File: config.mk
export PLATFORM = sky130hd
export DESIGN_NAME = conv_relu_pool_stream
export DESIGN_NICKNAME = d
export VERILOG_FILES = /design/src/rtl/conv_relu_pool_stream.sv
export SDC_FILE = /design/constraint.sdc
export NUM_CORES = 1
export LEC_CHECK = 0
export CAP_MARGIN = 5
export CELL_PAD_IN_SITES_DETAIL_PLACEMENT = 0
export CELL_PAD_IN_SITES_GLOBAL_PLACEMENT = 1
export CORE_ASPECT_RATIO = 1.5
export CORE_UTILIZATION = 42
export DETAILED_ROUTE_END_ITERATION = 8
export GPL_TIMING_DRIVEN = 0
export PLACE_DENSITY = 0.8
export SETUP_SLACK_MARGIN = 0.15
export SYNTH_ARGS = -nofsm -noshare
export SYNTH_HDL_FRONTEND = slang
export SYNTH_SLANG_ARGS = --single-unit
File: constraint.sdc
create_clock -name clk -period 10.03 [get_ports clk]
set_input_delay 2.5075 -clock clk [delete_from_list [all_inputs] [get_ports clk]]
set_output_delay 2.5075 -clock clk [all_outputs]
set_load 0.01 [all_outputs]
File: src/rtl/conv_relu_pool_stream.sv
// conv_relu_pool_stream
//   Takes one whole conv output frame (FILTERBATCH x OUTHEIGHT x OUTWIDTH
//   signed 2*BITWIDTH elements) per handshake. It then streams out one
//   2x2 / stride-2 max-pooled, ReLU'd, right-shifted and saturated
//   BITWIDTH value per cycle. Windows are walked column-first, then row,
//   then channel.
//
// Ports
//   clk          clock, all state on rising edge
//   rst_n        asynchronous active-low reset
//   in_frame     packed frame, element (c,r,x) at [e*2*BITWIDTH +: 2*BITWIDTH],
//                e = (c*OUTHEIGHT + r)*OUTWIDTH + x
//   in_valid     frame present
//   in_ready     block can accept a frame (IDLE only)
//   out_data     pooled requantized value, 0 .. 2^(BITWIDTH-1)-1
//   out_channel  channel of out_data
//   out_valid    out_data valid
//   out_ready    consumer accepts
//   out_last     final pooled value of the frame
module conv_relu_pool_stream #(
  parameter int BITWIDTH    = 8,
  parameter int OUTWIDTH    = 4,
  parameter int OUTHEIGHT   = 4,
  parameter int FILTERBATCH = 2,
  parameter int SHIFT       = 2,
  localparam int CH_W       = (FILTERBATCH > 1) ? $clog2(FILTERBATCH) : 1,
  localparam int FW         = 2 * BITWIDTH * FILTERBATCH * OUTHEIGHT * OUTWIDTH
) (
  input  logic                clk,
  input  logic                rst_n,
  input  logic [FW-1:0]       in_frame,
  input  logic                in_valid,
  output logic                in_ready,
  output logic [BITWIDTH-1:0] out_data,
  output logic [CH_W-1:0]     out_channel,
  output logic                out_valid,
  input  logic                out_ready,
  output logic                out_last
);

  localparam int EW    = 2 * BITWIDTH;
  localparam int NE    = FILTERBATCH * OUTHEIGHT * OUTWIDTH;
  localparam int PW    = OUTWIDTH / 2;
  localparam int PH    = OUTHEIGHT / 2;
  localparam int PC_W  = (PW > 1) ? $clog2(PW) : 1;
  localparam int PR_W  = (PH > 1) ? $clog2(PH) : 1;
  localparam int IDX_W = (NE > 1) ? $clog2(NE) : 1;

  localparam logic [EW-1:0]   QMAX   = EW'((2 ** (BITWIDTH - 1)) - 1);
  localparam logic [CH_W-1:0] C_LAST = CH_W'(FILTERBATCH - 1);
  localparam logic [PR_W-1:0] R_LAST = PR_W'(PH - 1);
  localparam logic [PC_W-1:0] X_LAST = PC_W'(PW - 1);

  typedef enum logic {
    IDLE,
    RUN
  } state_t;

  state_t          state_q, state_d;
  logic [FW-1:0]   frame_q;
  logic [CH_W-1:0] c_q, c_d;
  logic [PR_W-1:0] pr_q, pr_d;
  logic [PC_W-1:0] pc_q, pc_d;

  logic at_max;
  logic accept;

  assign at_max = (c_q == C_LAST) && (pr_q == R_LAST) && (pc_q == X_LAST);
  assign accept = (state_q == IDLE) && in_valid;

  // ---------------------------------------------------------------------
  // State, counters, frame store
  // ---------------------------------------------------------------------
  always_ff @(posedge clk or negedge rst_n) begin
    if (!rst_n) begin
      state_q <= IDLE;
      c_q     <= '0;
      pr_q    <= '0;
      pc_q    <= '0;
    end else begin
      state_q <= state_d;
      c_q     <= c_d;
      pr_q    <= pr_d;
      pc_q    <= pc_d;
    end
  end

  // Only written on accept, so a frame offered during RUN cannot disturb
  // the one being walked.
  always_ff @(posedge clk or negedge rst_n) begin
    if (!rst_n) begin
      frame_q <= '0;
    end else if (accept) begin
      frame_q <= in_frame;
    end
  end

  // ---------------------------------------------------------------------
  // Next state and handshake outputs
  // ---------------------------------------------------------------------
  always_comb begin
    state_d   = state_q;
    c_d       = c_q;
    pr_d      = pr_q;
    pc_d      = pc_q;
    in_ready  = 1'b0;
    out_valid = 1'b0;
    out_last  = 1'b0;
    case (state_q)
      IDLE: begin
        in_ready = 1'b1;
        if (in_valid) begin
          state_d = RUN;
          c_d     = '0;
          pr_d    = '0;
          pc_d    = '0;
        end
      end
      RUN: begin
        out_valid = 1'b1;
        out_last  = at_max;
        if (out_ready) begin
          if (at_max) begin
            state_d = IDLE;
            c_d     = '0;
            pr_d    = '0;
            pc_d    = '0;
          end else if (pc_q != X_LAST) begin
            pc_d = pc_q + 1'b1;
          end else begin
            pc_d = '0;
            if (pr_q != R_LAST) begin
              pr_d = pr_q + 1'b1;
            end else begin
              pr_d = '0;
              c_d  = c_q + 1'b1;
            end
          end
        end
      end
      default: state_d = IDLE;
    endcase
  end

  // ---------------------------------------------------------------------
  // Window datapath: pure function of the frame store and counters
  // ---------------------------------------------------------------------
  logic signed [EW-1:0] elem [NE];

  for (genvar gi = 0; gi < NE; gi++) begin : g_elem
    assign elem[gi] = frame_q[gi*EW +: EW];
  end

  logic [IDX_W-1:0]     idx00, idx01, idx10, idx11;
  logic signed [EW-1:0] w00, w01, w10, w11;
  logic signed [EW-1:0] m_top, m_bot, m_win;
  logic [EW-1:0]        relu_v, q_v;

  always_comb begin
    // Top-left element of the current window; the other three are offset
    // by one column and/or one row.
    idx00 = IDX_W'((int'(c_q) * OUTHEIGHT + 2 * int'(pr_q)) * OUTWIDTH + 2 * int'(pc_q));
    idx01 = IDX_W'(idx00 + 1);
    idx10 = IDX_W'(idx00 + OUTWIDTH);
    idx11 = IDX_W'(idx10 + 1);
    w00   = elem[idx00];
    w01   = elem[idx01];
    w10   = elem[idx10];
    w11   = elem[idx11];
    m_top = (w00 > w01) ? w00 : w01;
    m_bot = (w10 > w11) ? w10 : w11;
    m_win = (m_top > m_bot) ? m_top : m_bot;
    // After ReLU the value is non-negative, so a logical shift is exact.
    relu_v = m_win[EW-1] ? '0 : m_win;
    q_v    = relu_v >> SHIFT;
    out_data = (q_v > QMAX) ? QMAX[BITWIDTH-1:0] : q_v[BITWIDTH-1:0];
  end

  assign out_channel = c_q;

endmodule

; Word level (Yosys, flattened, before mapping)
; Cells that the tools add are included.
[word_totals]
register_bits = 516
in_bits = 516
output_inout_bits = 12
word_cells = 75
[classes]
addsub = 8
order_cmp = 8
eq_ne = 4
n_mux = 39
bitwise = 5
reduce_logical = 6
[op_table]
columns = op, n
row1 = binary-select mux 16 bit (select 5 bit), 4
row2 = 2-to-1 mux 16 bit, 11
row3 = greater-than comparator 16 bit, 3
row4 = greater-or-equal comparator 6 bit (second input constant), 4
row5 = NOT 5 -> 6 bit, 4
row6 = 2-to-1 mux 1 bit, 18
row7 = 2-to-1 mux 15 bit, 1
row8 = greater-than comparator 13 x 7 -> 1 bit (second input constant), 1
row9 = adder 5 x 1 -> 5 bit (second input constant), 2
row10 = 2-to-1 mux 8 bit, 1
row11 = case mux 1 bit (2 select lines), 4
row12 = inequality test 3 x 1 -> 1 bit (second input constant), 2
row13 = adder 5 x 2 -> 5 bit, 1
row14 = adder 5 x 3 -> 5 bit (second input constant), 1
row15 = inequality test 2 bit (second input constant), 2
row16 = AND reduction 4 bit, 1
row17 = adder 1 bit (second input constant), 3
row18 = adder 3 x 2 -> 3 bit, 1
row19 = logical AND 1 bit, 3
row20 = AND reduction 3 bit, 1
row21 = AND reduction 2 bit, 1
row22 = NOT 1 bit, 1

; Longest topological paths before layout
; Gate-level depths: netlist of run 1.
[depth]
depth_word = 15
mapped_depth = 30
mapped_depth_nobuf = 21

; Worst setup path after synthesis of run 1
; OpenSTA, ideal clock, no wires.
[synth_timing]
path_type = register to output
startpoint = register pc_q
endpoint = output port out_data[0]
arrival_ns = 6.401
required_time_ns = 7.523
path_slack_ns = 1.121
path_stages_with_launch = 26
n_path_buf = 9
path_cell_list = dfrtp_1 -> buf_6 -> buf_12 -> buf_4 -> buf_4 -> buf_4 -> buf_2 -> mux4_2 -> mux2_2 -> ha_1 -> nor2b_1 -> o211ai_1 -> a21boi_0 -> o31ai_2 -> clkbuf_1 -> clkbuf_1 -> o21ai_0 -> ha_1 -> nand4_1 -> or4_1 -> a21oi_1 -> or3b_2 -> and2_1 -> clkbuf_1 -> a21oi_1 -> o21ai_0
[synth_via]
elab_chain_len = 14
word_cells_on_any_way = 29
cone_classes = add/sub: 4 / order compare: 4 / mux: 17 / bitwise: 4
[synth_lines]
columns = item, line
row1 = start: declaration, 63  ; logic [PC_W-1:0] pc_q, pc_d;
row2 = start signal: assignment, 84  ; pc_q <= pc_d;
row3 = adder 5 x 2 -> 5 bit *, 162  ; idx00 = IDX_W'((int'(c_q) * OUTHEIGHT + 2 * int'(pr_q)) * OUTWIDTH + 2 * int'(pc_q));
row4 = adder 5 x 3 -> 5 bit, 164  ; idx10 = IDX_W'(idx00 + OUTWIDTH);
row5 = adder 5 x 1 -> 5 bit, 165  ; idx11 = IDX_W'(idx10 + 1);
row6 = NOT 5 -> 6 bit (implied by the code), 169  ; w11 = elem[idx11];
row7 = binary-select mux 16 bit (select 5 bit), 169
row8 = 2-to-1 mux 16 bit (implied by the code) (2 in a row), 169
row9 = greater-than comparator 16 bit, 171  ; m_bot = (w10 > w11) ? w10 : w11;
row10 = 2-to-1 mux 16 bit, 171
row11 = greater-than comparator 16 bit, 172  ; m_win = (m_top > m_bot) ? m_top : m_bot;
row12 = 2-to-1 mux 16 bit *, 172
row13 = 2-to-1 mux 15 bit *, 174  ; relu_v = m_win[EW-1] ? '0 : m_win;
row14 = greater-than comparator 13 x 7 -> 1 bit, 176  ; out_data = (q_v > QMAX) ? QMAX[BITWIDTH-1:0] : q_v[BITWIDTH-1:0];
row15 = 2-to-1 mux 8 bit *, 176
row16 = end: declaration, 34  ; output logic [BITWIDTH-1:0] out_data,
; Every way passes the cells marked *; elsewhere a longest branch is shown, timed or not. The select of a mux whose other input is x is not followed.

; Final worst setup path of run 1
[layout_timing]
startpoint = register pc_q
endpoint = output port out_data[6]
; The elaborated chain is that of the path after synthesis.

==> flow_summary_export.csv, run 1 <==
group,metric,value,unit
logic_synthesis,synth_area,24600,um^2
floorplanning,initial_utilization,42.6,%
setup_path,crit_path_start,"pc_q",
sta,fin_tns_setup,0,ps
placement,dp.final_hpwl,67.3,mm
placement,io_buffers,526,
clocking,path_clk_slew,60,ps
clocking,htreeDepth,2,
logic_synthesis,synth_cell_types,52,
run,max-cap-violations,0,
floorplanning,fp.dieW,200,um
logic_synthesis,ys_ff_latch,516,
floorplanning,rows,108,
clocking,cts_tree,"done",
sta,max_freq,104,MHz
route,met3WireLength,5.71,mm
clocking,cts.sinks,516,
final_layout,drive_above_1_share,37.6,%
pwr,p_leak,13.8,nW
grt,grt_usage,29.7,%
clocking,cts-root-buf,"clkbuf_16",
setup_path,crit_path_start_kind,"flop",
setup_path,worstRegToRegCells,6,
logic_synthesis,netlist_top_cells_count,"542 x mux2_2, 516 x dfrtp_1, 112 x mux4_2, 65 x clkbuf_1, 48 x ha_1",
run_status,status,"finished clean",
sta,fin_hold_ws,501,ps
logic_synthesis,synth_edf_count,0,
sta,finClkSkew,16.0,ps
logic_synthesis,syn_inst,1582,
clocking,clk_latency,590,ps
final_layout,fin_area,33300,um^2
clocking,cts_hold_buf,0,
logic_synthesis,synth_area_leaders,"dfrtp_1 52%, mux2_2 25%, mux4_2 10%, ha_1 2.4%, mux4_1 1.7%",
grt,grt_max_degree,129,
floorplanning,core-area,57800,um^2
route,vias_per_cell,5.51,
logic_synthesis,synth_top_area_share,52.4,%
setup_path,criticalPathCategory,"flop to output pin",
logic_synthesis,synth_warnings,0,
route,dr.max_layer_used,"met5",
min_path,holdPathStages,1,
setup_path,critPathArrivalTime,7140,ps
setup_path,endpoint_kind,"output pin",
route,drt-total-wl,87.6,mm
route,vias,16592,
pwr,p_per_area,423,nW/um^2
grt,grt_overflow,0,
final_layout,syn2layout_area_growth,35.1,%
setup_path,cp.required,7520,ps
logic_synthesis,ys.flop_type,"dfrtp_1",
min_path,holdCritPathClass,"flop to flop",
grt,antenna_found_initial,28,
grt,grt_pass1_wl,125,mm
placement,gp_congestion,0.946,
sta,setup_viol,0,
route,wire_per_inst,29.1,um
logic_synthesis,synth-async-reset-ratio,100,%
route,drc_errors,0,
sta,worst_pin_slew,1260,ps
route,wl_met2,46.5,mm
logic_synthesis,avgSynthCellArea,15.6,um^2
pwr,total_power,14.1,mW
setup_path,cp_max_fo,10,
sta,period_share,96.2,%
route,drt-met1-wl,31.3,mm
route,drtIter0Drc,674,
min_path,hold_start,"frame_q[154]",
route,ant_nets,0,
sta,rsz0062_at_grt,"no",
clocking,cts_buffers,51,
logic_synthesis,ys_seq_area_share,52.4,%
sta,slew_viol_final,0,
setup_path,r2r-start,"state_q",
floorplanning,io_pins,528,
clocking,cts_max_path_buffers,3,
floorplanning,fp.dieH,299,um
pwr,ir_drop,0.000445,V
placement,placed_area,31000,um^2
sta,fin_crit,9650,ps
logic_synthesis,synth_top_area_cell,"dfrtp_1",
sta,maxSlewHeadroom,16.1,%
grt,grt_pass1_vias,18571,
route,firstDrtPassIters,7,
final_layout,nNetsFinal,2739,
sta,final-hold-violation-count,0,
floorplanning,dieArea,59600,um^2
logic_synthesis,syn_nets,2146,
logic_synthesis,synth.most_common_cell,"mux2_2",
-- sequential cells by signal, indices dropped and copies added, names as in the netlist --
name and count:
frame_q 512, out_channel 1, pc_q 1, pr_q 1
state_q 1
-- metrics by stage --
stage	instances	utilization (%)	setup WS, ps
CTS	2976	57.1	131
finish	3009	57.5	381
detailed placement	2882	53.5	-1700
global route	3008	57.5	146
global placement	2878	53.3	-15920
floorplan	1582	-	1120
-- placed cells by master (no fill, tap or decap), types with 23 or more instances in the layout --
| master | Yosys | final |
|---|---|---|
| a21oi_1 | 42 | 40 |
| clkbuf_1 | 65 | 68 |
| clkbuf_16 | 0 | 53 |
| clkdlybuf4s50_1 | 0 | 518 |
| dfrtp_1 | 516 | 516 |
| diode_2 | 0 | 23 |
| ha_1 | 48 | 48 |
| mux2_2 | 542 | 542 |
| mux2i_1 | 41 | 30 |
| mux4_2 | 112 | 112 |
-- critical path, stage by stage, from the launching register on --
cell and delay [ps]:
dfrtp_1 350, buf_6 150, buf_12 180, buf_16 170, buf_16 180, buf_16 160
buf_4 120, mux4_2 510, mux2i_4 240, ha_1 270, nand2_1 150, o21ai_1 170
a311o_1 440, o31ai_4 290, or2_4 210, buf_6 150, clkbuf_4 210, a21oi_1 110
ha_1 350, nand4_1 150, or4_4 570, a21oi_1 170, or3b_2 180, and2_4 170
o221ai_2 160, a211o_2 350, o311ai_1 120, buf_4 210
-- routing by layer --
layer | global-route usage (%) | vias up
li1 | - | 7175
met1 | 32.6 | 8721
met2 | 53.3 | 528
met3 | 7.14 | 156
met4 | 13.7 | 12
met5 | 0 | -
-- layout make-up --
type	count	area (um^2)
clock buffer	73	1500
antenna	23	57.6
multi-input combinational	943	11300
tap	770	963
timing repair buffer	541	5450
sequential	516	12900
clock inverter	21	253
buffer	104	817
inverter	18	67.6
fill	4777	24600
-- path summary, 6_finish.rpt --
check,endpoint,slack [ps]
min in group asynchronous,frame_q[260],1880
setup reg to reg,frame_q[293],6660
setup / recovery,out_data[6],380
hold / removal,frame_q[154],500
hold reg to reg,frame_q[154],500
max in group asynchronous,frame_q[474],6600
-- logic make-up (layout without fill, tap and decap cells) --
family,count (synthesis),in the layout,share of synthesized area [%]
AO/OA/AOI/OAI,95,95,2.39
adder cells (fa/ha/maj),48,48,2.44
buffers and inverters,123,757,2.44
flip-flops,516,516,52.4
multiplexers,712,712,38.5
other,1,24,0.0152
AND/OR/NAND/NOR,87,87,1.81
-- power by group --
group | total [mW] | internal (mW) | switching [mW]
registers | 3.64 | 3.11 | 0.534
clock network | 2.03 | 1.17 | 0.860
logic | 8.39 | 3.95 | 4.44
-- timing repair --
item / 4_1_cts / 5_1_grt
pin swaps: 1 / 3
buffers inserted: 1 / 10
endpoints found under the setup margin: 7 / 7
resized for setup: 114 / 33
(Power assumes the default switching activity.)
==> run 2: changes to the inputs <==
GPL_TIMING_DRIVEN = not set   (was 0)
SETUP_SLACK_MARGIN = 0.05   (was 0.15)
==> run 2 against run 1 <==
  * Clock power decreased by 2%
  * Worst setup slack improved by 82 ps
  * Highest routed layer unchanged
  * Sequential cell count unchanged
  * Count of clock-buffer cells in the layout increased by 7
  * Via count decreased by 5.0%
==> flow_summary_export.csv, run 2 (same netlist as run 1, synthesis figures left out) <==
group,metric,value,unit
final_layout,num-fill-cells,4829,
sta,slew_viol_final,0,
final_layout,largest_register_ffs,512,
final_layout,drive_above_1_share,37.6,%
clocking,path_clk_slew,60,ps
route,wire_per_inst,24.4,um
placement,io_buffers,526,
grt,grt_max_degree,203,
final_layout,top_register,"frame_q",
floorplanning,initial_utilization,42.6,%
clocking,cts_hold_buf,0,
grt,grt_pass1_wl,107,mm
sta,fin_hold_ws,500,ps
placement,gp_congestion,0.890,
route,drtIter0Drc,644,
setup_path,slowest_delay,600,ps
setup_path,r2r_end,"frame_q[416]",
grt,antenna_found_initial,28,
run,max-cap-violations,0,
setup_path,path_buf_inv,6,
setup_path,cp_max_fo,17,
grt,grt_usage,24.2,%
route,ant_nets,0,
sta,rsz0062_at_grt,"no",
run_status,status,"finished clean",
clocking,clk_latency,600,ps
setup_path,crit_path_start,"pc_q",
sta,period_share,95.4,%
floorplanning,io_pins,528,
setup_path,r2r_setup_slack,6930,ps
clocking,cts.sinks,516,
setup_path,crit_family,"simple AND/OR/NAND/NOR gates",
sta,final-hold-violation-count,0,
final_layout,syn2layout_area_growth,32.9,%
clocking,cts_buffers,52,
min_path,hold_start,"frame_q[464]",
floorplanning,fp.dieW,200,um
min_path,holdPathEnd,"frame_q[464]",
final_layout,final_common_cell,"mux2_2",
setup_path,cpMaxStageDelayCell,"clkdlybuf4s50_1",
pwr,p_per_area,418,nW/um^2
sta,finClkSkew,15.4,ps
floorplanning,fp.dieH,299,um
pwr,p_leak,13.6,nW
placement,dp.final_hpwl,54.4,mm
min_path,holdCritPathClass,"flop to flop",
setup_path,worstRegToRegCells,4,
sta,max_freq,105,MHz
route,vias_per_cell,5.36,
setup_path,critPathArrivalTime,7060,ps
pwr,ir_drop,0.000557,V
route,drt-total-wl,71.8,mm
final_layout,nNetsFinal,2672,
setup_path,endpoint_kind,"output pin",
sta,fin_tns_setup,0,ps
floorplanning,rows,108,
floorplanning,core-area,57800,um^2
sta,maxSlewHeadroom,23.7,%
setup_path,crit_path_start_kind,"flop",
grt,grt_overflow,0,
floorplanning,dieArea,59600,um^2
placement,dp_cells,2818,
final_layout,stdcell_count,2942,
route,firstDrtPassIters,6,
setup_path,criticalPathCategory,"flop to output pin",
grt,grt_pass1_vias,17424,
clocking,cts_tree,"done",
sta,fin_crit,9570,ps
sta,setup_viol,0,
route,vias,15768,
setup_path,r2r-start,"state_q",
sta,worst_pin_slew,1140,ps
clocking,htreeDepth,2,
final_layout,layout_common_cells,"542 x mux2_2, 522 x clkdlybuf4s50_1, 513 x dfrtp_1, 112 x mux4_2, 53 x clkbuf_16",
clocking,cts-root-buf,"clkbuf_16",
setup_path,cp.required,7520,ps
clocking,cts_max_path_buffers,3,
min_path,holdPathStages,1,
route,drc_errors,0,
## run 2: cell count changes in the layout (fill, tap and decap cells not counted), moves of 6 or more
cell,change
buf_2,-9
mux2i_2,-6
mux2i_1,+10
clkbuf_1,-59
buf_4,+21
buf_6,-6
buf_16,-8
clkbuf_8,+7
clkinvlp_4,-6
buf_8,-6
## run 2: cell type report
class / instances / area, um^2 / area share [%]
clock buffers: 80 / 1610 / 4.91
repair buffers: 577 / 5790 / 17.7
inverters: 18 / 67.6 / 0.207
diodes: 22 / 55.1 / 0.168
multi-input cells: 943 / 11200 / 34.1
clock inverters: 16 / 153 / 0.467
well taps: 770 / 963 / 2.94
flip-flops and latches: 516 / 12900 / 39.5
## run 2: report_power, final
part | switching (mW) | leakage, nW | internal [mW]
combinational | 3.95 | 6.44 | 4.03
clock | 0.830 | 0.880 | 1.16
sequential | 0.595 | 6.28 | 3.11
## run 2: worst max path at each step
stage / endpoint / slack [ps] / cells after the start
finish: out_data[0] / 460 / 25
global route: out_data[3] / 40 / 25
CTS: out_data[6] / 120 / 22
detailed placement: out_data[6] / 440 / 21
global placement: out_data[6] / 480 / 21
floorplan: out_data[0] / 1120 / 25
## run 2: per-stage QoR
stage	power [mW]	util (%)	worst slack [ps]	area (um^2)
floorplan	8.73	-	1120	24600
global placement	11.5	53.3	484	30800
detailed placement	11.7	53.3	437	30800
CTS	13.7	56.3	120	32600
global route	14.8	56.6	39.2	32700
finish	13.7	56.6	463	32700
## run 2: layer usage
metal / global-route usage (%) / routed length (um)
met4: 11.3 / 2820
met3: 4.97 / 3850
met5: 0 / 73
met2: 43.2 / 38400
met1: 27.3 / 26700
## run 2: repair_timing
| action | CTS | global route |
|---|---|---|
| endpoints found under the setup margin | 7 | 7 |
| pin swaps | 0 | 3 |
| gates resized for setup | 4 | 11 |
| buffers inserted | 1 | 5 |
## run 2: worst reg2reg max path, delay by kind of cell (launching register included)
family	cells	cell delay (ps)
and+or+nand+nor	1	810
muxes	1	440
DFF	1	520
buffers and inverters	2	1210
==> run 3: changes to the inputs <==
CORE_UTILIZATION = 38   (was 42)
GPL_ROUTABILITY_DRIVEN = 0   (was not set)
PLACE_DENSITY = 0.76   (was 0.8)
clock period = 8.56 ns   (was 10.03 ns; I/O delays follow)
==> run 3 against run 2 <==
  * The flow now finishes with violations (negative setup slack)
  * Count of clock-buffer cells in the layout rose by 1
  * Sequential cell count did not move
  * Sequential share of layout area fell by 0.83 points
  * Hold slack improved by 2.2 ps
  * Register-to-register slack got worse by 1100 ps
  * Worst setup slack got worse by 500 ps
==> flow_summary_export.csv, run 3 (same netlist as run 1, synthesis figures left out) <==
group,metric,value,unit
clocking,cts_max_path_buffers,3,
final_layout,stdcell_count,3065,
setup_path,crit_path_start_kind,"flop",
grt,grt_usage,22.2,%
min_path,holdCritPathClass,"flop to flop",
setup_path,path_buf_inv,5,
floorplanning,fp.dieH,314,um
route,vias,15927,
sta,maxSlewHeadroom,22.4,%
setup_path,r2r_end,"frame_q[181]",
clocking,cts_buffers,52,
sta,finClkSkew,29.5,ps
setup_path,criticalPathCategory,"flop to output pin",
final_layout,fin_util,52.4,%
floorplanning,initial_utilization,38.6,%
sta,period_share,100,%
setup_path,cp.required,6420,ps
clocking,cts-root-buf,"clkbuf_16",
clocking,cts_tree,"done",
floorplanning,io_pins,528,
grt,grt_pass1_wl,110,mm
sta,max_freq,116,MHz
final_layout,final_common_cell,"mux2_2",
setup_path,r2r_setup_slack,5820,ps
setup_path,cpMaxStageDelayCell,"mux4_2",
route,drtIter0Drc,766,
final_layout,nNetsFinal,2713,
route,wire_per_inst,23.8,um
clocking,clk_latency,610,ps
floorplanning,rows,113,
setup_path,cp_max_fo,13,
sta,final-hold-violation-count,0,
sta,setup_viol,4,
grt,grt_pass1_vias,18015,
sta,fin_crit,8600,ps
run_status,violations,"negative setup slack",
placement,io_buffers,526,
route,drt-total-wl,72.9,mm
floorplanning,dieArea,65800,um^2
setup_path,r2r-start,"state_q",
sta,rsz0062_at_grt,"yes",
final_layout,syn2layout_area_growth,35.7,%
placement,dp_cells,2933,
floorplanning,core-area,63800,um^2
setup_path,slowest_delay,560,ps
sta,fin_hold_ws,502,ps
setup_path,worstRegToRegCells,4,
setup_path,endpoint_kind,"output pin",
route,ant_nets,0,
placement,dp.final_hpwl,54.1,mm
grt,grt_max_degree,184,
final_layout,drive_above_1_share,40.7,%
setup_path,crit_chain,"buf_4 > buf_12 > mux4_2 > mux2i_1 > ha_4 > nand4_1 > buf_4 > nor3_2 > a311o_1 > o31ai_4 > or2_4 > nor2_1 > a21oi_2 > ha_1 > inv_1 > or3_4 > a221oi_4 > or3b_4 > nand3_1 > o221ai_2 > a211o_4 > o311ai_4 > buf_2",
grt,grt_overflow,0,
clocking,htreeDepth,2,
floorplanning,fp.dieW,210,um
setup_path,critPathArrivalTime,6460,ps
route,firstDrtPassIters,6,
grt,antenna_found_initial,17,
placement,dp_slack,-391,ps
setup_path,crit_family,"compound AO/OA/AOI/OAI gates",
final_layout,num-fill-cells,5397,
clocking,cts.sinks,516,
final_layout,top_register,"frame_q",
final_layout,layout_common_cells,"538 x mux2_2, 518 x clkdlybuf4s50_1, 513 x dfrtp_1, 112 x mux4_2, 67 x buf_4",
route,vias_per_cell,5.20,
setup_path,path_common_cell,"buf_4",
sta,layout_setup_ws,-37.2,ps
final_layout,largest_register_ffs,512,
route,drc_errors,0,
sta,worst_pin_slew,1160,ps
sta,slew_viol_final,0,
min_path,holdPathStages,1,
min_path,holdPathEnd,"frame_q[444]",
run,max-cap-violations,0,
clocking,path_clk_slew,60,ps
min_path,hold_start,"frame_q[444]",
run_status,status,"finished with violations",
==> run 3: cell types whose count changed in the layout (fill, tap and decap cells not counted), moves of 9 or more <==
cell      previous run  this run
a21oi_1             42        32
buf_4               37        67
clkbuf_1             9        19
clkbuf_8            18         8
diode_2             22        13
==> run 3: per-stage QoR <==
step	cell area, um^2	TNS, ps
6_report	33400	-65.4
5_1_grt	33400	-1220
4_1_cts	33200	0
3_5_place_dp	31200	-2230
3_3_place_gp	31200	-853
2_1_floorplan	24600	0
==> run 3: layout make-up <==
| type | count | area, um^2 | area share, % |
|---|---|---|---|
| multi-input cells | 944 | 11500 | 34.3 |
| clock buffers | 81 | 1530 | 4.59 |
| inverters | 18 | 67.6 | 0.202 |
| clock inverters | 14 | 92.6 | 0.277 |
| repair buffers | 617 | 6230 | 18.6 |
| well taps | 862 | 1080 | 3.23 |
| flip-flops and latches | 516 | 12900 | 38.7 |
| diodes | 13 | 32.5 | 0.0973 |
==> run 3: repair_timing <==
item	CTS	global route
gates cloned	2	0
buffers inserted	18	4
hold buffers	0	0
pin swaps	13	6
setup endpoints to repair	7	7
gates resized for setup	93	33
==> run 3: routing by layer <==
layer,part of all wire [%],track usage [%],vias up,routed length [um]
met3,5.9,5.48,123,4280
met1,37,24.4,8235,26900
met2,54,40.8,434,39100
met5,0.091,0,-,66
li1,-,-,7125,-
met4,3.5,8.91,10,2530
==> run 3: how the worst max path moves through the flow <==
| stage | startpoint | endpoint | slack (ps) | cells past startpoint |
|---|---|---|---|---|
| final | pc_q | out_data[6] | -40 | 23 |
| after global routing | pc_q | out_data[0] | -210 | 26 |
| after CTS | pc_q | out_data[5] | 40 | 26 |
| after detailed placement | pc_q | out_data[6] | -390 | 24 |
| after global placement | pc_q | out_data[6] | -200 | 24 |
| after floorplan | pc_q | out_data[0] | 150 | 27 |
Power of run 3 is left out: the tool's default activity adds up to more than one toggle a clock period on the data nets, which glitch-free logic cannot reach.
